==> config.mk <==
export PLATFORM = sky130hd
export DESIGN_NAME = uart_mmio_ctrl
export DESIGN_NICKNAME = d
export VERILOG_FILES = /design/src/rtl/uart_mmio_ctrl.sv
export SDC_FILE = /design/constraint.sdc
export NUM_CORES = 1
export LEC_CHECK = 0
export ABC_AREA = 0
export ABC_CLOCK_PERIOD_IN_PS = 3200
export BUFFER_PORTS_ARGS = -buffer_cell sky130_fd_sc_hd__buf_2
export CELL_PAD_IN_SITES_DETAIL_PLACEMENT = 1
export CELL_PAD_IN_SITES_GLOBAL_PLACEMENT = 1
export CORE_ASPECT_RATIO = 0.9
export CORE_MARGIN = 2
export CORE_UTILIZATION = 37
export CTS_CLUSTER_SIZE = 25
export DETAILED_ROUTE_END_ITERATION = 8
export PLACE_DENSITY = 0.76
export SYNTH_ARGS = -nofsm -noshare
export SYNTH_HDL_FRONTEND = slang
export SYNTH_SLANG_ARGS = --single-unit
==> constraint.sdc <==
create_clock -name clk -period 3.2 [get_ports clk]
set_input_delay 0 -clock clk [delete_from_list [all_inputs] [get_ports clk]]
set_output_delay 0 -clock clk [all_outputs]
set_load 0.01 [all_outputs]
==> src/rtl/uart_mmio_ctrl.sv <==
// MMIO bridge between the MIPS150 MEM stage and the UART: TX FIFO, RX holding register, cycle counter.
// Optional feature macro: MMIO_CYCLE_COUNTER_EN (builds the CYCLE register at offset 0x10).
module uart_mmio_ctrl #(
    parameter int TX_DEPTH = 4
) (
    input  logic        clk,
    input  logic        rst_n,
    input  logic [31:0] cpu_addr,
    input  logic [31:0] cpu_wdata,
    input  logic        cpu_we,
    input  logic        cpu_re,
    output logic [31:0] cpu_rdata,
    output logic [7:0]  uart_din,
    output logic        uart_din_valid,
    input  logic        uart_din_ready,
    input  logic [7:0]  uart_dout,
    input  logic        uart_dout_valid,
    output logic        uart_dout_ready
);

    localparam int PW = (TX_DEPTH > 1) ? $clog2(TX_DEPTH) : 1;
    localparam int CW = $clog2(TX_DEPTH + 1);

    localparam logic [5:0] OFF_TXSTAT = 6'd0;
    localparam logic [5:0] OFF_RXSTAT = 6'd1;
    localparam logic [5:0] OFF_TXDATA = 6'd2;
    localparam logic [5:0] OFF_RXDATA = 6'd3;
    localparam logic [5:0] OFF_CYCLE  = 6'd4;

    logic          sel;
    logic [5:0]    off;
    logic          wr_en;
    logic          rd_en;
    logic [7:0]    mem [TX_DEPTH];
    logic [PW-1:0] head;
    logic [PW-1:0] tail;
    logic [CW-1:0] count;
    logic          full;
    logic          push_req;
    logic          push;
    logic          pop;
    logic          drop;
    logic          tx_drop;
    logic [7:0]    rx_data;
    logic          rx_valid;
    logic          rx_ovf;
    logic          rx_pop;
    logic [31:0]   cyc_val;
    logic [31:0]   rd_val;
    logic          unused_bits;

    assign sel   = (cpu_addr[31:28] == 4'h8);
    assign off   = cpu_addr[7:2];
    assign wr_en = cpu_we & sel;
    // a simultaneous store suppresses the load entirely
    assign rd_en = cpu_re & ~cpu_we & sel;

    assign unused_bits = ^{cpu_wdata[31:8], cpu_addr[27:8], cpu_addr[1:0]};

    assign full           = (count == CW'(TX_DEPTH));
    assign uart_din_valid = (count != '0);
    assign uart_din       = mem[head];
    assign uart_dout_ready = 1'b1;

    assign pop      = uart_din_valid & uart_din_ready;
    assign push_req = wr_en & (off == OFF_TXDATA);
    assign push     = push_req & (~full | pop);
    assign drop     = push_req & full & ~pop;
    assign rx_pop   = rd_en & (off == OFF_RXDATA) & rx_valid;

    always_ff @(posedge clk or negedge rst_n) begin
        if (!rst_n) begin
            for (int i = 0; i < TX_DEPTH; i++) begin
                mem[i] <= '0;
            end
            head    <= '0;
            tail    <= '0;
            count   <= '0;
            tx_drop <= 1'b0;
        end else begin
            if (push) begin
                mem[tail] <= cpu_wdata[7:0];
                tail      <= tail + PW'(1);
            end
            if (pop) begin
                head <= head + PW'(1);
            end
            case ({push, pop})
                2'b10:   count <= count + CW'(1);
                2'b01:   count <= count - CW'(1);
                default: count <= count;
            endcase
            if (drop) begin
                tx_drop <= 1'b1;
            end else if (wr_en && off == OFF_TXSTAT) begin
                tx_drop <= 1'b0;
            end
        end
    end

    always_ff @(posedge clk or negedge rst_n) begin
        if (!rst_n) begin
            rx_data  <= '0;
            rx_valid <= 1'b0;
            rx_ovf   <= 1'b0;
        end else begin
            if (uart_dout_valid) begin
                rx_data  <= uart_dout;
                rx_valid <= 1'b1;
                if (rx_valid && !rx_pop) begin
                    rx_ovf <= 1'b1;
                end else if (wr_en && off == OFF_RXSTAT) begin
                    rx_ovf <= 1'b0;
                end
            end else begin
                if (rx_pop) begin
                    rx_valid <= 1'b0;
                end
                if (wr_en && off == OFF_RXSTAT) begin
                    rx_ovf <= 1'b0;
                end
            end
        end
    end

`ifdef MMIO_CYCLE_COUNTER_EN
    logic [31:0] cycle;

    always_ff @(posedge clk or negedge rst_n) begin
        if (!rst_n) begin
            cycle <= '0;
        end else if (wr_en && off == OFF_CYCLE) begin
            cycle <= '0;
        end else begin
            cycle <= cycle + 32'd1;
        end
    end

    assign cyc_val = cycle;
`else
    assign cyc_val = '0;
`endif

    always_comb begin
        rd_val = '0;
        if (rd_en) begin
            case (off)
                OFF_TXSTAT: rd_val = {30'd0, tx_drop, ~full};
                OFF_RXSTAT: rd_val = {30'd0, rx_ovf, rx_valid};
                OFF_RXDATA: rd_val = rx_valid ? {24'd0, rx_data} : 32'd0;
                OFF_CYCLE:  rd_val = cyc_val;
                default:    rd_val = '0;
            endcase
        end
    end

    always_ff @(posedge clk or negedge rst_n) begin
        if (!rst_n) begin
            cpu_rdata <= '0;
        end else if (cpu_re) begin
            cpu_rdata <= rd_val;
        end
    end

endmodule

; After elaboration in Yosys (flattened, before gate mapping)
; Index checks and enable logic that the tools add are counted.
[op_classes]
bitwise_logic = 16
n_mux = 17
magnitude_cmp = 3
add_sub_neg = 4
n_reduce_logical = 10
eq_ne = 7
[ops]
columns = operator, count
row1 = 8-bit 2-to-1 mux, 5
row2 = 32-bit bitwise mux, 1
row3 = 8-bit one-hot mux with 3 select lines, 1
row4 = 8-bit binary-select mux with 2-bit select, 1
row5 = 8-bit demux with 2-bit select, 1
row6 = "6-bit by 2-bit == test with 1-bit output, second input constant", 2
row7 = 1-bit bitwise AND, 10
row8 = 1-bit 2-to-1 mux, 7
row9 = "6-bit by 1-bit == test with 1-bit output, second input constant", 1
row10 = "3-bit greater-or-equal comparator, second input constant", 2
row11 = 6-bit logical NOT, 1
row12 = 2-bit NOT with 3-bit output, 2
row13 = 3-bit one-hot mux with 2 select lines, 1
row14 = 2-bit nonzero test, 3
row15 = "2-bit by 1-bit adder with 2-bit output, second input constant", 2
row16 = "4-bit == test, second input constant", 1
row17 = 1-bit logical AND, 4
row18 = "3-bit by 1-bit adder with 3-bit output, second input constant", 1
row19 = "3-bit == test, second input constant", 1
row20 = "3-bit by 1-bit less-than comparator with 1-bit output, second input constant", 1
row21 = 1-bit NOT, 3
row22 = 3-bit nonzero test, 1
row23 = "3-bit by 1-bit subtractor with 3-bit output, second input constant", 1
row24 = "2-bit by 1-bit == test with 1-bit output, second input constant", 1
row25 = other kinds (3), 3
[totals]
ff_bits = 82
elab_cells = 69
out_inout_bits = 42

; Logic depth before layout (Yosys ltp)
; Gate-level depths: netlist of run 1.
[depth]
word_depth = 9
ltp_mapped = 10
ltp_nobuf = 9

; Least setup slack after synthesis of run 1
; No wires, ideal clock.
[synth_path]
path_kind = reg2reg
start = register count[0]
end = register count[2]
stages_incl_launch_ff = 10
setup_ns = 0.079
t_arrival_ns = 2.220
required_time_ns = 3.121
path_buffers = 0
period_less_slack_ns = 2.299
path_slack_ns = 0.901
cell_sequence = dfrtp_1 nor4b_4 nor4_2 inv_1 ha_1 inv_1 fa_1 xor2_1 nor2_1 xor2_1
[synth_via]
elab_chain_cells = 6
word_cells_on_any_way = 12
cone_classes = add/sub (2) / eq/ne (3) / mux (1) / bitwise (4) / reduce/logical (2)
[synth_lines]
columns = item, line_no
row1 = from (decl), 37  ; logic [CW-1:0] count;
row2 = from (signal assigned), 89  ; 2'b10: count <= count + CW'(1);
row3 = from (signal assigned), 90  ; 2'b01: count <= count - CW'(1);
row4 = from (signal assigned), 91  ; default: count <= count;
row5 = 3-bit nonzero test / 3-bit == test (equally long branches), "61, 60"
row6 = 1-bit bitwise AND / 1-bit NOT (equally long branches), "65, 67"
row7 = 1-bit OR, 67  ; assign push = push_req & (~full | pop);
row8 = 1-bit bitwise AND, 67
row9 = 2-bit by 1-bit == test with 1-bit output / 2-bit == test (equally long branches), 88  ; case ({push, pop})
row10 = 3-bit one-hot mux with 2 select lines / 2-bit nonzero test (equally long branches), -
; Several ways; a longest one is shown, not always the timed one.
; A chain may end at the register's enable or synchronous reset.

; Final worst setup path of run 1
; Same ends and word-level chain as after synthesis.

==> flow_summary.ini, run 1 <==
[synthesis]
synth_edf_count = 0
yosysWarningCount = 0
synth_seq_area_share_pct = 48.7
synth_largest_area_cell = sky130_fd_sc_hd__dfrtp_1
synth-async-reset-ratio_pct = 100
synth_largest_type_area_fraction_pct = 48.7
synthMostInstantiatedCell = sky130_fd_sc_hd__dfrtp_1
netlist_instances = 227
synthDistinctLibCells = 42
synthesis.area_um2 = 2980
synth.top_cells.by_area = sky130_fd_sc_hd__dfrtp_1 49%, sky130_fd_sc_hd__mux2_2 15%, sky130_fd_sc_hd__buf_4 6.6%, sky130_fd_sc_hd__mux4_2 6.0%, sky130_fd_sc_hd__nor4_4 2.9%
synth_commonest_cells = 58 x sky130_fd_sc_hd__dfrtp_1, 40 x sky130_fd_sc_hd__mux2_2, 26 x sky130_fd_sc_hd__buf_4
ys_seq_elements = 58
syn-mean-instance-area_um2 = 13.1
synthFlopType = sky130_fd_sc_hd__dfrtp_1

[clock_network]
cts-buffers-inserted = 9
cts_tree = built
cts_hold_buffers_added = 18
insertion_delay_ns = 0.32
cts.path.max_buffers = 2
cts.repair.resized = 0
cts.clk_slew.worst_paths_ns = 0.06
post_cts.repair.setup_buffers = 0
clk_root_buffer_cell = sky130_fd_sc_hd__clkbuf_8
cts.sink_count = 58
htree_num_levels = 3

[sta]
drv_slew = 0
rsz_0062_raised_after_global_routing = false
final_hold_viol_count = 0
tightest_slew_ns = 0.895
period_share_pct = 69.7
finalWorstPathRequiredPeriod_ns = 2.23
timing.fmax_mhz = 448
setup_viol = 0
sum_neg_setup_slack_ns = 0
worst_clock_skew_ns = 0.00916
tightest_slew_margin_relative_to_the_limit_pct = 40.3

[floorplan]
die_h_um = 89.1
die-area_um2 = 8790
initial_core_util_pct = 37.7
fp.dieW_um = 98.6
std_cell_rows = 31
core_area_um2 = 7910
io-pin-count = 120

[critical_path]
critPathMaxStageDelay_ns = 0.47
timing_worst_setup_path_type = reg -> reg
worstPathArrival_ns = 2.47
critPathSlowestCell = sky130_fd_sc_hd__dfrtp_1
path_cells = nor4b_4 > buf_4 > nor4_2 > inv_1 > ha_1 > inv_1 > fa_1 > xor2_1 > nor2_1 > xor2_1
required_time_at_the_endpoint_of_the_critical_path_ns = 3.44
worst-path-max-fanout = 6
timing.critical_path.from_type = flop
end_kind = flop

[outcome]
run_status = completed

[power_and_ir_drop]
power_mw = 1.89
powerDensity_nw_per_um2 = 526
leakagePower_nw = 1.73
irDropWorstVdd_v = 0.000212

[layout]
layout.nets = 378
syn_to_final_growth_pct = 20.7
core_occupancy_in_the_finished_layout_pct = 45.5
antenna_cells_inserted = 0
fraction_of_final_layout_cells_sized_beyond_drive_strength_1_pct = 40.4

[place]
place.port_buffers = 48
post-dp-hpwl_um = 4240
gp_congestion = 0.700

[global_route]
grt_antenna_before_repair = 0
grt_pass1_wl_um = 10600
first_global_vias = 2043
grt_overflow_total = 0
gr-usage-all-layers_pct = 15.5
grt_max_degree = 41

[drt]
drt-total-wl_um = 6390
drt-wirelength-per-cell_um = 16.1
via_per_inst = 4.87
number_of_nets_with_antenna_violations_after_routing = 0
first_pass_iters = 4
dr_total_vias = 1927
drt_iter0_markers = 52
number_of_design_rule_violations_left_after_detail_routing = 0

[min_path]
worst_hold_path_type = in -> reg

[run]
cap_viol_max_count = 0
[power by group]
part | leakage (nW) | internal (mW) | total, mW | switching, mW
combinational | 0.862 | 0.158 | 0.288 | 0.129
sequential | 0.760 | 0.780 | 0.887 | 0.107
clock | 0.105 | 0.450 | 0.718 | 0.268
[stage by stage]
stage               cells  instance area, µm²  hold slack [ns]  setup slack [ns]
floorplan             250                3070           -0.296             0.901
global placement      364                3210            0.167             0.947
detailed placement    364                3210            0.174             0.897
CTS                   396                3600           0.0426             0.933
global route          396                3600           0.0761             0.806
finish                396                3600           0.0494             0.968
[layout by cell type, fill, tap and decap left out, types with 2 or more instances in the layout]
| master | n |
|---|---|
| sky130_fd_sc_hd__clkbuf_8 | 10 |
| sky130_fd_sc_hd__buf_2 | 48 |
| sky130_fd_sc_hd__a32oi_1 | 2 |
| sky130_fd_sc_hd__nand3_1 | 7 |
| sky130_fd_sc_hd__nand4b_1 | 4 |
| sky130_fd_sc_hd__nand2_1 | 3 |
| sky130_fd_sc_hd__mux2_2 | 40 |
| sky130_fd_sc_hd__xnor2_1 | 3 |
| sky130_fd_sc_hd__conb_1 | 25 |
| sky130_fd_sc_hd__dlygate4sd3_1 | 18 |
| sky130_fd_sc_hd__nor2_1 | 3 |
| sky130_fd_sc_hd__ha_1 | 5 |
| sky130_fd_sc_hd__mux4_2 | 8 |
| sky130_fd_sc_hd__nand2b_1 | 4 |
| sky130_fd_sc_hd__nor4_4 | 4 |
| sky130_fd_sc_hd__xor2_1 | 3 |
| sky130_fd_sc_hd__buf_4 | 3 |
| sky130_fd_sc_hd__o22ai_1 | 7 |
| sky130_fd_sc_hd__dfrtp_1 | 58 |
| sky130_fd_sc_hd__bufinv_16 | 2 |
| sky130_fd_sc_hd__or3_1 | 2 |
| sky130_fd_sc_hd__inv_1 | 16 |
[path summary, 6_finish.rpt]
path,from,endpoint,slack [ns],cells after the start
worst max register to register,count[0],count[2],0.97,10
max in group asynchronous,rst_n,mem[17],2.05,3
worst min-delay path,cpu_we,rx_ovf,0.05,4
worst max-delay path,count[0],count[2],0.97,10
worst min register to register,cpu_rdata[1],cpu_rdata[1],0.49,2
min in group asynchronous,rst_n,cpu_rdata[3],0.35,2
[kinds of logic after synthesis]
logic type	count (synthesis)	share of synthesized area, %
flip-flops	58	48.7
buffers and inverters	52	10.1
multiplexers	50	21.9
AND/OR/NAND/NOR	38	11.0
AO/OA/AOI/OAI	15	3.49
adder cells (fa/ha/maj)	6	2.77
XOR/XNOR	6	1.76
other	2	0.252
[sequential cells by signal, indices dropped and copies added, names as in the netlist]
| signal | cells |
|---|---|
| tail | 2 |
| tx_drop | 1 |
| rx_data | 8 |
| cpu_rdata | 8 |
| rx_ovf | 1 |
| mem | 32 |
| head | 2 |
| rx_valid | 1 |
| count | 3 |
[worst max-delay path: cells and delay by family (launching register included)]
kind | cells | cell delay [ns]
flops | 1 | 0.47
fa+ha+maj | 2 | 0.56
simple gates | 3 | 0.48
buf+inv | 3 | 0.36
xor+xnor | 2 | 0.30
[area by class of cell]
cell class	instances	area [µm²]
Inverter	16	60.1
Clock buffer	11	141
Clock inverter	3	65.1
Timing Repair Buffer	69	443
Tap cell	99	124
Multi-Input combinational cell	140	1310
Fill cell	846	4320
Sequential cell	58	1450
[metal layers]
metal	share of wire, %	global-route usage [%]
met1	45	20.6
met2	51	26.5
met3	3.3	2.97
met4	1.2	4.61
met5	0	0
(Power assumes the default switching activity.)
==> run 2: changes to the inputs <==
--- a/config.mk
+++ b/config.mk
@@ -6,7 +6,7 @@
 export NUM_CORES = 1
 export LEC_CHECK = 0
 export ABC_AREA = 0
-export ABC_CLOCK_PERIOD_IN_PS = 3200
+export ABC_CLOCK_PERIOD_IN_PS = 2100
 export BUFFER_PORTS_ARGS = -buffer_cell sky130_fd_sc_hd__buf_2
 export CELL_PAD_IN_SITES_DETAIL_PLACEMENT = 1
 export CELL_PAD_IN_SITES_GLOBAL_PLACEMENT = 1
==> constraint.sdc (replaced) <==
create_clock -name clk -period 2.1 [get_ports clk]
set_input_delay 0 -clock clk [delete_from_list [all_inputs] [get_ports clk]]
set_output_delay 0 -clock clk [all_outputs]
set_load 0.01 [all_outputs]
==> flow_summary.ini, run 2 (synthesis results as in run 1) <==
[outcome]
run_status = completed

[drt]
drt-wirelength-per-cell_um = 16.4
number_of_design_rule_violations_left_after_detail_routing = 0
first_pass_iters = 4
via_per_inst = 4.88
dr_total_vias = 1977
drt-total-wl_um = 6620
number_of_nets_with_antenna_violations_after_routing = 0
drt_iter0_markers = 50

[layout]
filler_cell_count = 881
footprint_of_the_multi_input_gates_um2 = 1320
antenna_cells_inserted = 0
syn_to_final_growth_pct = 23.1
fraction_of_final_layout_cells_sized_beyond_drive_strength_1_pct = 43.5
final_common_cell = sky130_fd_sc_hd__dfrtp_1
layout.cells.most_common_list = 57 x sky130_fd_sc_hd__dfrtp_1, 48 x sky130_fd_sc_hd__buf_2, 40 x sky130_fd_sc_hd__mux2_2, 25 x sky130_fd_sc_hd__conb_1, 18 x sky130_fd_sc_hd__dlygate4sd3_1
largest_register_ff_count = 32
core_occupancy_in_the_finished_layout_pct = 46.3
regArea_um2 = 1450
largest-register = mem
final_cell_count_no_fill = 405
biggestRegsByFlops = mem (32), cpu_rdata (8), rx_data (8)
layout.nets = 385

[critical_path]
critPathMaxStageDelay_ns = 0.45
critPathSlowestCell = sky130_fd_sc_hd__dfrtp_2
number_of_cell_instances_on_the_worst_register_to_register_path = 9
worstPathArrival_ns = 2.23
timing_worst_setup_path_type = reg -> reg
required_time_at_the_endpoint_of_the_critical_path_ns = 2.35
cp_common_cell = sky130_fd_sc_hd__xor2_1
path_cells = nor4b_4 > nor4_2 > inv_1 > ha_2 > inv_2 > fa_2 > xor2_1 > nor2_1 > xor2_1
worst-path-max-fanout = 5
end_kind = flop
timing.critical_path.from_type = flop

[global_route]
grt_max_degree = 31
grt_pass1_wl_um = 10900
grt_antenna_before_repair = 0
first_global_vias = 2164
gr-usage-all-layers_pct = 16.0
grt_overflow_total = 0

[min_path]
worst_hold_path_type = in -> reg
hold-path-cell-count = 4

[sta]
drv_slew = 0
worst_clock_skew_ns = 0.0104
tightest_slew_margin_relative_to_the_limit_pct = 54.7
finalWorstPathRequiredPeriod_ns = 1.98
setup_viol = 0
period_share_pct = 94.1
timing.fmax_mhz = 506
final_hold_viol_count = 0
fin_hold_ws_ns = 0.0366
rsz_0062_raised_after_global_routing = false
tightest_slew_ns = 0.679

[clock_network]
cts.clk_slew.worst_paths_ns = 0.07
cts-buffers-inserted = 9
insertion_delay_ns = 0.33
cts.sink_count = 58
post_cts.repair.setup_buffers = 0
cts_tree = built
htree_num_levels = 3
clk_root_buffer_cell = sky130_fd_sc_hd__clkbuf_8
cts.path.max_buffers = 2

[power_and_ir_drop]
p_clk_share_pct = 36.6
internal_power_mw = 2.06
share_comb_of_total_power_pct = 16.3
swShare_pct = 28.3
irDropWorstVdd_v = 0.000308
total_switching_power_mw = 0.813
power_mw = 2.87
p_seq_share_pct = 47.1
leakagePower_nw = 1.76
powerDensity_nw_per_um2 = 784

[place]
post-dp-hpwl_um = 4630
gp_congestion = 0.733
place.detailed.instances = 371
place.port_buffers = 48

[floorplan]
die_h_um = 89.1
std_cell_rows = 31
die-area_um2 = 8790
io-pin-count = 120
initial_core_util_pct = 37.7
fp.dieW_um = 98.6
core_area_um2 = 7910

[run]
cap_viol_max_count = 0
[run 2: cell types whose count changed in the layout (fill, tap and decap cells not counted), sizes merged]
cell,change
buf,+7
bufinv,-1
clkbuf,+1
clkinvlp,+2
[run 2: worst paths after layout]
path	startpoint	endpoint	slack [ns]
worst max-delay path	count[1]	count[2]	0.12
worst min-delay path	cpu_we	rx_ovf	0.04
worst max register to register	count[1]	count[2]	0.12
worst min register to register	cpu_rdata[1]	cpu_rdata[1]	0.50
max in group asynchronous	rst_n	cpu_rdata[3]	1.26
min in group asynchronous	rst_n	mem[13]	0.24
[run 2: cell type report]
| class | instances | area share (%) |
|---|---|---|
| repair buffers | 76 | 13.9 |
| multi-input cells | 140 | 35.9 |
| well taps | 99 | 3.38 |
| clock inverters | 4 | 1.36 |
| clock buffers | 12 | 4.23 |
| flip-flops and latches | 58 | 39.6 |
| inverters | 16 | 1.64 |
[run 2: power by group through the flow]
| stage | clock network, mW | logic (mW) | registers [mW] |
|---|---|---|---|
| detailed placement | 0 | 0.448 | 1.38 |
| global route | 1.12 | 0.515 | 1.38 |
| global placement | 0 | 0.429 | 1.37 |
| floorplan | 0 | 0.418 | 1.26 |
| finish | 1.05 | 0.468 | 1.35 |
| CTS | 1.06 | 0.476 | 1.36 |
[run 2: repair_timing]
item,in CTS,in global routing
endpoints found under the setup margin,0,1
hold buffers,18,0
gates resized for setup,0,1
endpoints found under the hold margin,74,0
[run 2: routing by layer]
metal	wire (µm)	global-route usage, %
met2	3620	29.7
met4	70	4.86
met3	210	2.89
met5	0	0
met1	2720	19.2
[run 2: per-stage QoR]
step,TNS (ns),worst slack (ns),instance area (µm²)
5_1_grt,0,0.00221,3670
6_report,0,0.123,3670
3_5_place_dp,0,0.0763,3280
4_1_cts,0,0.0553,3670
2_1_floorplan,-0.156,-0.132,3070
3_3_place_gp,0,0.0988,3280
[run 2: critical path, delay by kind of cell, from the launching register on]
kind / cells / cell delay, ns
xor gates and xnor gates: 2 / 0.30
DFF: 1 / 0.45
buffers and inverters: 2 / 0.10
adders and majority gates: 2 / 0.52
and+or+nand+nor: 3 / 0.52
